$ cat config.mk
export PLATFORM = sky130hd
export DESIGN_NAME = wb_forward_unit
export DESIGN_NICKNAME = d
export VERILOG_FILES = /design/src/rtl/pipe_pkg.sv /design/src/rtl/fwd_mux.sv /design/src/rtl/wb_forward_unit.sv
export SDC_FILE = /design/constraint.sdc
export NUM_CORES = 1
export LEC_CHECK = 0
export BUFFER_PORTS_ARGS = -buffer_cell sky130_fd_sc_hd__clkbuf_2
export CAP_MARGIN = 0
export CORE_AREA = 2 2 184 186
export DETAILED_ROUTE_END_ITERATION = 16
export DIE_AREA = 0 0 186 188
export PLACE_DENSITY = 0.56
export SKIP_LAST_GASP = 1
export SLEW_MARGIN = 20
export SYNTH_ARGS = -nofsm -noshare
export SYNTH_HDL_FRONTEND = slang
export SYNTH_HIERARCHICAL = 1
export SYNTH_SLANG_ARGS = --single-unit
$ cat constraint.sdc
create_clock -name clk -period 5.85 [get_ports clk]
set_input_delay 0.8775 -clock clk [delete_from_list [all_inputs] [get_ports clk]]
set_output_delay 0.8775 -clock clk [all_outputs]
set_load 0.01 [all_outputs]
$ cat src/rtl/pipe_pkg.sv
// Shared constants and the stage tuple carried by the writer-side pipeline
// (MEM and WB registers, plus the EX-stage view handed to the bypass muxes).
package pipe_pkg;

    localparam int         WIDTH    = 64;
    localparam logic [4:0] ZERO_REG = 5'd31;

    typedef struct packed {
        logic        wr;
        logic        ld;
        logic [4:0]  rd;
        logic [63:0] res;
    } wb_stage_t;

endpackage

$ cat src/rtl/fwd_mux.sv
// Priority bypass selector for one read operand: XZR, then EX, MEM, WB, then
// the raw register-file value.
module fwd_mux
    import pipe_pkg::*;
#(
    parameter int         WIDTH    = 64,
    parameter logic [4:0] ZERO_REG = 5'd31
) (
    input  logic [4:0]       rr,
    input  logic [WIDTH-1:0] raw,
    input  wb_stage_t        ex_s,
    input  wb_stage_t        mem_s,
    input  wb_stage_t        wb_s,
    output logic [WIDTH-1:0] operand
);

    logic ex_hit;
    logic mem_hit;
    logic wb_hit;

    // A tuple with ld set still has its value pending and cannot be bypassed.
    assign ex_hit  = ex_s.wr  & ~ex_s.ld  & (ex_s.rd  == rr);
    assign mem_hit = mem_s.wr & ~mem_s.ld & (mem_s.rd == rr);
    assign wb_hit  = wb_s.wr  & ~wb_s.ld  & (wb_s.rd  == rr);

    always_comb begin
        operand = raw;
        if (rr == ZERO_REG) begin
            operand = '0;
        end else if (ex_hit) begin
            operand = ex_s.res;
        end else if (mem_hit) begin
            operand = mem_s.res;
        end else if (wb_hit) begin
            operand = wb_s.res;
        end
    end

endmodule

$ cat src/rtl/wb_forward_unit.sv
// Carries register writes from EX through MEM and WB to the register-file write
// port, bypasses in-flight results onto both read operands, flags load-use.
module wb_forward_unit
    import pipe_pkg::*;
#(
    parameter int         WIDTH    = 64,
    parameter logic [4:0] ZERO_REG = 5'd31
) (
    input  logic             clk,
    input  logic             reset,
    input  logic             ex_RegWrite,
    input  logic             ex_MemToReg,
    input  logic [4:0]       ex_Rd,
    input  logic [WIDTH-1:0] ex_Result,
    input  logic             flush,
    input  logic [WIDTH-1:0] mem_LoadData,
    input  logic [4:0]       ReadRegister1,
    input  logic [4:0]       ReadRegister2,
    input  logic [WIDTH-1:0] ReadData1,
    input  logic [WIDTH-1:0] ReadData2,
    output logic [WIDTH-1:0] Operand1,
    output logic [WIDTH-1:0] Operand2,
    output logic             Stall,
    output logic [4:0]       WriteRegister,
    output logic [WIDTH-1:0] WriteData,
    output logic             RegWrite
);

    wb_stage_t mem_d, mem_q;
    wb_stage_t wb_d,  wb_q;
    wb_stage_t ex_s;
    wb_stage_t mem_s;
    logic [WIDTH-1:0] mem_val;
    logic ex_live;

    assign ex_live = ex_RegWrite & ~flush;
    assign mem_val = mem_q.ld ? mem_LoadData : mem_q.res;

    always_comb begin
        mem_d.wr  = ex_live & (ex_Rd != ZERO_REG);
        mem_d.ld  = ex_MemToReg & ex_live & (ex_Rd != ZERO_REG);
        mem_d.rd  = ex_Rd;
        mem_d.res = ex_Result;

        // Load data is resolved by the time it reaches WB, so ld is dropped.
        wb_d.wr  = mem_q.wr;
        wb_d.ld  = 1'b0;
        wb_d.rd  = mem_q.rd;
        wb_d.res = mem_val;
    end

    always_ff @(posedge clk) begin
        if (reset) begin
            mem_q <= '{wr: 1'b0, ld: 1'b0, rd: ZERO_REG, res: '0};
            wb_q  <= '{wr: 1'b0, ld: 1'b0, rd: ZERO_REG, res: '0};
        end else begin
            mem_q <= mem_d;
            wb_q  <= wb_d;
        end
    end

    always_comb begin
        ex_s.wr   = ex_live;
        ex_s.ld   = ex_MemToReg;
        ex_s.rd   = ex_Rd;
        ex_s.res  = ex_Result;

        mem_s.wr  = mem_q.wr;
        mem_s.ld  = 1'b0;
        mem_s.rd  = mem_q.rd;
        mem_s.res = mem_val;
    end

    fwd_mux #(.WIDTH(WIDTH), .ZERO_REG(ZERO_REG)) u_fwd1 (
        .rr      (ReadRegister1),
        .raw     (ReadData1),
        .ex_s    (ex_s),
        .mem_s   (mem_s),
        .wb_s    (wb_q),
        .operand (Operand1)
    );

    fwd_mux #(.WIDTH(WIDTH), .ZERO_REG(ZERO_REG)) u_fwd2 (
        .rr      (ReadRegister2),
        .raw     (ReadData2),
        .ex_s    (ex_s),
        .mem_s   (mem_s),
        .wb_s    (wb_q),
        .operand (Operand2)
    );

    assign Stall = ex_live & ex_MemToReg & (ex_Rd != ZERO_REG) &
                   ((ex_Rd == ReadRegister1) | (ex_Rd == ReadRegister2));

    assign RegWrite      = wb_q.wr;
    assign WriteRegister = wb_q.rd;
    assign WriteData     = wb_q.res;

endmodule

After elaboration in Yosys (flattened, before gate mapping)
Index checks and enable logic that the tools add are counted.
{"block": "word_totals", "ff_bits": 142, "out_inout_bits": 199, "elab_cells": 43}
{"block": "classes", "eq_ne": 9, "mux": 9, "bitwise_logic": 17}
{"op": "$mux W64", "count": 9}
{"op": "$eq A5 B5 Y1", "count": 6}
{"op": "$and A1 B1 Y1", "count": 13}
{"op": "$eq A5 B5 Y1 const B", "count": 2}
{"op": "$ne A5 B5 Y1 const B", "count": 1}
{"op": "$not A1 Y1", "count": 3}
{"op": "$or A1 B1 Y1", "count": 1}

Depth between registers and ports, before layout
{"block": "logic_depth", "word_depth": 7, "mapped_depth": 7, "ltp_nobuf": 5}

By module
Netlist, hierarchy kept.
{"mod": "fwd_mux", "instances": 2, "cells_each": 478, "area_per_inst_um2": 2937.8}
{"mod": "wb_forward_unit", "instances": 1, "cells_each": 389, "area_per_inst_um2": 4938.5}

Worst setup path before layout
Ideal clock, no wire load.
{"block": "synth_timing", "kind": "in2out", "startpoint": "input ReadRegister1[4]", "endpoint": "output Operand1[2]", "arrival_time_ns": 2.296, "required_time_ns": 4.973, "setup_slack_ns": 2.677, "stages": 7, "n_path_buf": 2, "path_cell_list": "xor2_1 -> nor4_2 -> buf_2 -> buf_4 -> nand3_1 -> a311o_1 -> a21oi_1"}
{"block": "synth_via", "elab_chain_len": 6, "elab_cells_between_ends": 11, "cone_classes": "4 x eq/ne; 4 x mux; 3 x bitwise"}
{"item": "start: declaration", "line": "wb_forward_unit.sv:17", "text": "input logic [4:0] ReadRegister1,"}
{"item": "$eq A5 B5 Y1", "line": "fwd_mux.sv:24", "text": "assign wb_hit = wb_s.wr & ~wb_s.ld & (wb_s.rd == rr);"}
{"item": "$and A1 B1 Y1", "line": "fwd_mux.sv:24"}
{"item": "$mux W64", "line": "fwd_mux.sv:34", "text": "end else if (wb_hit) begin"}
{"item": "$mux W64", "line": "fwd_mux.sv:32", "text": "end else if (mem_hit) begin"}
{"item": "$mux W64", "line": "fwd_mux.sv:30", "text": "end else if (ex_hit) begin"}
{"item": "$mux W64 (*)", "line": "fwd_mux.sv:28", "text": "if (rr == ZERO_REG) begin"}
{"item": "end: declaration", "line": "wb_forward_unit.sv:21", "text": "output logic [WIDTH-1:0] Operand1,"}
Mark *: on every way between the ends. The rest lies on a longest branch, timed or not.

Worst setup path after layout
{"block": "layout_timing", "startpoint": "input ReadRegister1[4]", "endpoint": "output Operand1[47]"}
The elaborated chain is that of the path after synthesis.

==> run_results.csv <==
group,metric,value,unit
logic_synthesis,synth.avg_cell_area,8.040,um2
cells_and_area,antenna_cells,0,
flow_run,drv_cap,0,
logic_synthesis,synth_commonest_cells,"141 x sky130_fd_sc_hd__dfxtp_1, 131 x sky130_fd_sc_hd__nand2_1, 129 x sky130_fd_sc_hd__a21oi_1",
global_routing,antenna_found_initial,4,
timing,worst_pin_slew,1.125,ns
drt,drcViolationCount,0,
global_routing,gr-usage-all-layers,27.54,%
power,ir_worst_vdd,0.0001587,V
timing,post_route_clock_skew,0.01760,ns
clocking,cts_root_buffer,"sky130_fd_sc_hd__clkbuf_16",
worst_setup_path,cp-end-kind,"output pin",
global_routing,global_route_wire_length_before_repair,73970,um
drt,finalWirelength,50560,um
min_path,worst_hold_path_type,"flip-flop to flip-flop",
min_path,worst_hold_path_cells,1,
floorplan,die-area,0.03497,mm2
drt,drt-pass1-iter-count,6,
logic_synthesis,synth_largest_area_cell,"sky130_fd_sc_hd__dfxtp_1",
floorplan,placeableCoreArea,0.03311,mm2
power,p_total,2.794,mW
power,power-per-cell-area,200.8,mW/mm2
floorplan,initial_core_util,32.66,%
logic_synthesis,yosysUniqueCellTypes,35,
worst_setup_path,timing.critical_path.fanout_max,128,
timing,finalHoldViolCount,0,
cells_and_area,final_util,42.03,%
power,net-switching-power,0.8298,mW
timing,rsz0062_at_grt,"no",
floorplan,boundaryPins,475,
logic_synthesis,synth_top_area_share,26.10,%
power,leakage_component_of_the_power,6.019,nW
placed_design,gp_routability_congestion,0.8788,
clocking,cts_hold_buffers,0,
clocking,post_cts.repair.setup_buffers,0,
placed_design,dpl_cell_area,0.01332,mm2
floorplan,fp-row-count,67,
logic_synthesis,mappedNetlistArea,0.01081,mm2
drt,dr_total_vias,12470,
timing,period_needed,4.424,ns
timing,setup_total_negative_slack,0,ns
logic_synthesis,mux_cell_area_share_after_synthesis,8.747,%
placed_design,hpwlAfterDp,32040,um
floorplan,die_width,186,um
timing,timing.hold.ws,0.5098,ns
drt,ant_nets,0,
logic_synthesis,yosys.area_share.simple,28.54,%
worst_setup_path,criticalPathCategory,"primary input to output pin",
logic_synthesis,yosys_register_bits,141,
floorplan,chipHeight,188,um
power,power_switching_share,29.70,%
drt,wl_per_cell,23.30,um
cells_and_area,design.final.nets,1985,
logic_synthesis,synth_top_family_by_area,"simple AND/OR/NAND/NOR gates",
clocking,clock_tree_from_tritoncts,"built",
timing,timing_max_transition_violations_final,0,
worst_setup_path,cp-start-kind,"primary input",
timing,layout_worst_path_cycle_share,75.62,%
clocking,clkSlewWorstSetupHoldPaths,0.07,ns
worst_setup_path,cp_data_arrival_time,3.55,ns
drt,vias_per_cell,5.747,
global_routing,first_global_vias,12310,
logic_synthesis,synth-async-reset-ratio,0,%
worst_setup_path,crit_required,4.97,ns
logic_synthesis,synth_xor_xnor_area_share,3.240,%
timing,count_of_final_setup_violators,0,
clocking,h-tree-depth,4,
cells_and_area,area_growth,28.68,%
power,combinational_power_share,21.5,%
cells_and_area,drive_gt1_share,37.75,%
clocking,cts-root-to-sink-buffers,2,
global_routing,largest_net_degree_at_the_start_of_global_routing,129,
logic_synthesis,adder_and_majority_cell_fraction_of_the_synthesized_area,0,%
logic_synthesis,synth_enable_flop_cells,0,
timing,maxClockFrequency,226.1,MHz
clocking,clock_latency_reported_for_the_late_side_of_the_worst_skew_pair,0.42,ns
placed_design,number_of_i_o_port_buffers,474,
cells_and_area,layout.cell_area.non_filler,0.01392,mm2
clocking,cts.sink_count,141,
clocking,ctsResizeCount,0,
logic_synthesis,dominantRegCellSynth,"sky130_fd_sc_hd__dfxtp_1",
global_routing,grt_overflow_total,0,
timing,slew-limit-headroom,25.03,%
logic_synthesis,synth_area_leaders,"sky130_fd_sc_hd__dfxtp_1 26%, sky130_fd_sc_hd__mux2_4 8.3%, sky130_fd_sc_hd__nor2b_1 7.1%, sky130_fd_sc_hd__a21boi_0 6.4%, sky130_fd_sc_hd__a21oi_1 6.0%",
logic_synthesis,synth_seq_area_share,26.10,%
logic_synthesis,synth-compound-area-share,26.59,%
power,internal_portion_of_total_power,1.964,mW
power,share_of_power_burned_in_registers,37.3,%
clocking,cts-buffers-inserted,17,
power,power.share.clock,41.2,%
worst_setup_path,worstRegToRegCells,3,
logic_synthesis,synthMostInstantiatedCell,"sky130_fd_sc_hd__dfxtp_1",
logic_synthesis,synthCells,1345,
logic_synthesis,ys.warnings.count,6,
drt,first_iter_violations,847,
status,result_of_the_run,"finished clean",
-- logic make-up after synthesis --
| family | count (synthesis) |
|---|---|
| other | 1 |
| AO/OA/AOI/OAI | 387 |
| AND/OR/NAND/NOR | 556 |
| multiplexers | 64 |
| buffers and inverters | 156 |
| XOR/XNOR | 40 |
| flip-flops | 141 |
-- power groups by stage --
stage	registers [mW]	clock network, mW	logic, mW
6_report	1.04	1.15	0.600
3_3_place_gp	1.06	0	0.591
4_1_cts	1.04	1.17	0.596
3_5_place_dp	1.06	0	0.592
5_1_grt	1.05	1.21	0.641
2_1_floorplan	1.06	0	0.310
-- layer usage --
metal | global-route usage (%) | wire, um
met4 | 12.36 | 1880
met3 | 5.962 | 4360
met2 | 44.68 | 23580
met1 | 34.79 | 20700
met5 | 0 | 41
-- layout make-up --
cell class / instances / area, um2
sequential: 141 / 2826
timing repair buffer: 498 / 2592
fill: 3442 / 19200
clock inverter: 12 / 158.9
tap: 448 / 560.5
multi-input combinational: 1051 / 7341
clock buffer: 20 / 436.7
-- stage by stage --
stage,setup WS [ns],instances
global placement,1.501,2138
detailed placement,1.518,2138
CTS,1.495,2170
finish,1.426,2170
global route,1.361,2170
floorplan,2.677,1348
-- worst paths after layout --
path                   end             start  slack, ns
max           Operand1[47]  ReadRegister1[4]       1.43
min               RegWrite         mem_q[70]       0.51
max reg2reg  WriteData[27]         mem_q[69]       3.61
min reg2reg       RegWrite         mem_q[70]       0.51
-- cell usage in the layout, fill, tap and decap left out, types with 3 or more instances in the layout --
cell type / count
sky130_fd_sc_hd__a21bo_2: 36
sky130_fd_sc_hd__a21boi_0: 92
sky130_fd_sc_hd__a21oi_1: 129
sky130_fd_sc_hd__a311o_1: 36
sky130_fd_sc_hd__and2b_1: 8
sky130_fd_sc_hd__and3_1: 92
sky130_fd_sc_hd__buf_12: 3
sky130_fd_sc_hd__buf_4: 22
sky130_fd_sc_hd__bufinv_16: 3
sky130_fd_sc_hd__clkbuf_1: 3
sky130_fd_sc_hd__clkbuf_16: 17
sky130_fd_sc_hd__clkbuf_2: 473
sky130_fd_sc_hd__conb_1: 4
sky130_fd_sc_hd__dfxtp_1: 140
sky130_fd_sc_hd__inv_6: 4
sky130_fd_sc_hd__mux2_2: 4
sky130_fd_sc_hd__mux2_4: 60
sky130_fd_sc_hd__nand2_1: 131
sky130_fd_sc_hd__nand3_1: 41
sky130_fd_sc_hd__nor2_4: 4
sky130_fd_sc_hd__nor2b_1: 122
sky130_fd_sc_hd__nor3_1: 38
sky130_fd_sc_hd__o311ai_0: 56
sky130_fd_sc_hd__o311ai_1: 36
sky130_fd_sc_hd__or2_2: 12
sky130_fd_sc_hd__or3_1: 92
sky130_fd_sc_hd__xnor2_1: 16
sky130_fd_sc_hd__xor2_1: 24
-- worst max-delay path: stages --
cell and delay (ns):
sky130_fd_sc_hd__clkbuf_2 0.15, sky130_fd_sc_hd__xor2_1 0.20, sky130_fd_sc_hd__nor4_4 0.33, sky130_fd_sc_hd__buf_12 0.42, sky130_fd_sc_hd__a21boi_0 0.18, sky130_fd_sc_hd__o311ai_0 0.95, sky130_fd_sc_hd__a21oi_1 0.14, sky130_fd_sc_hd__clkbuf_2 0.18
-- state kept, by name, summed over array words and instances, names as in the netlist --
register       count
RegWrite           1
WriteData         64
WriteRegister      5
mem_q             71
Power figures use the tool's default switching activity.
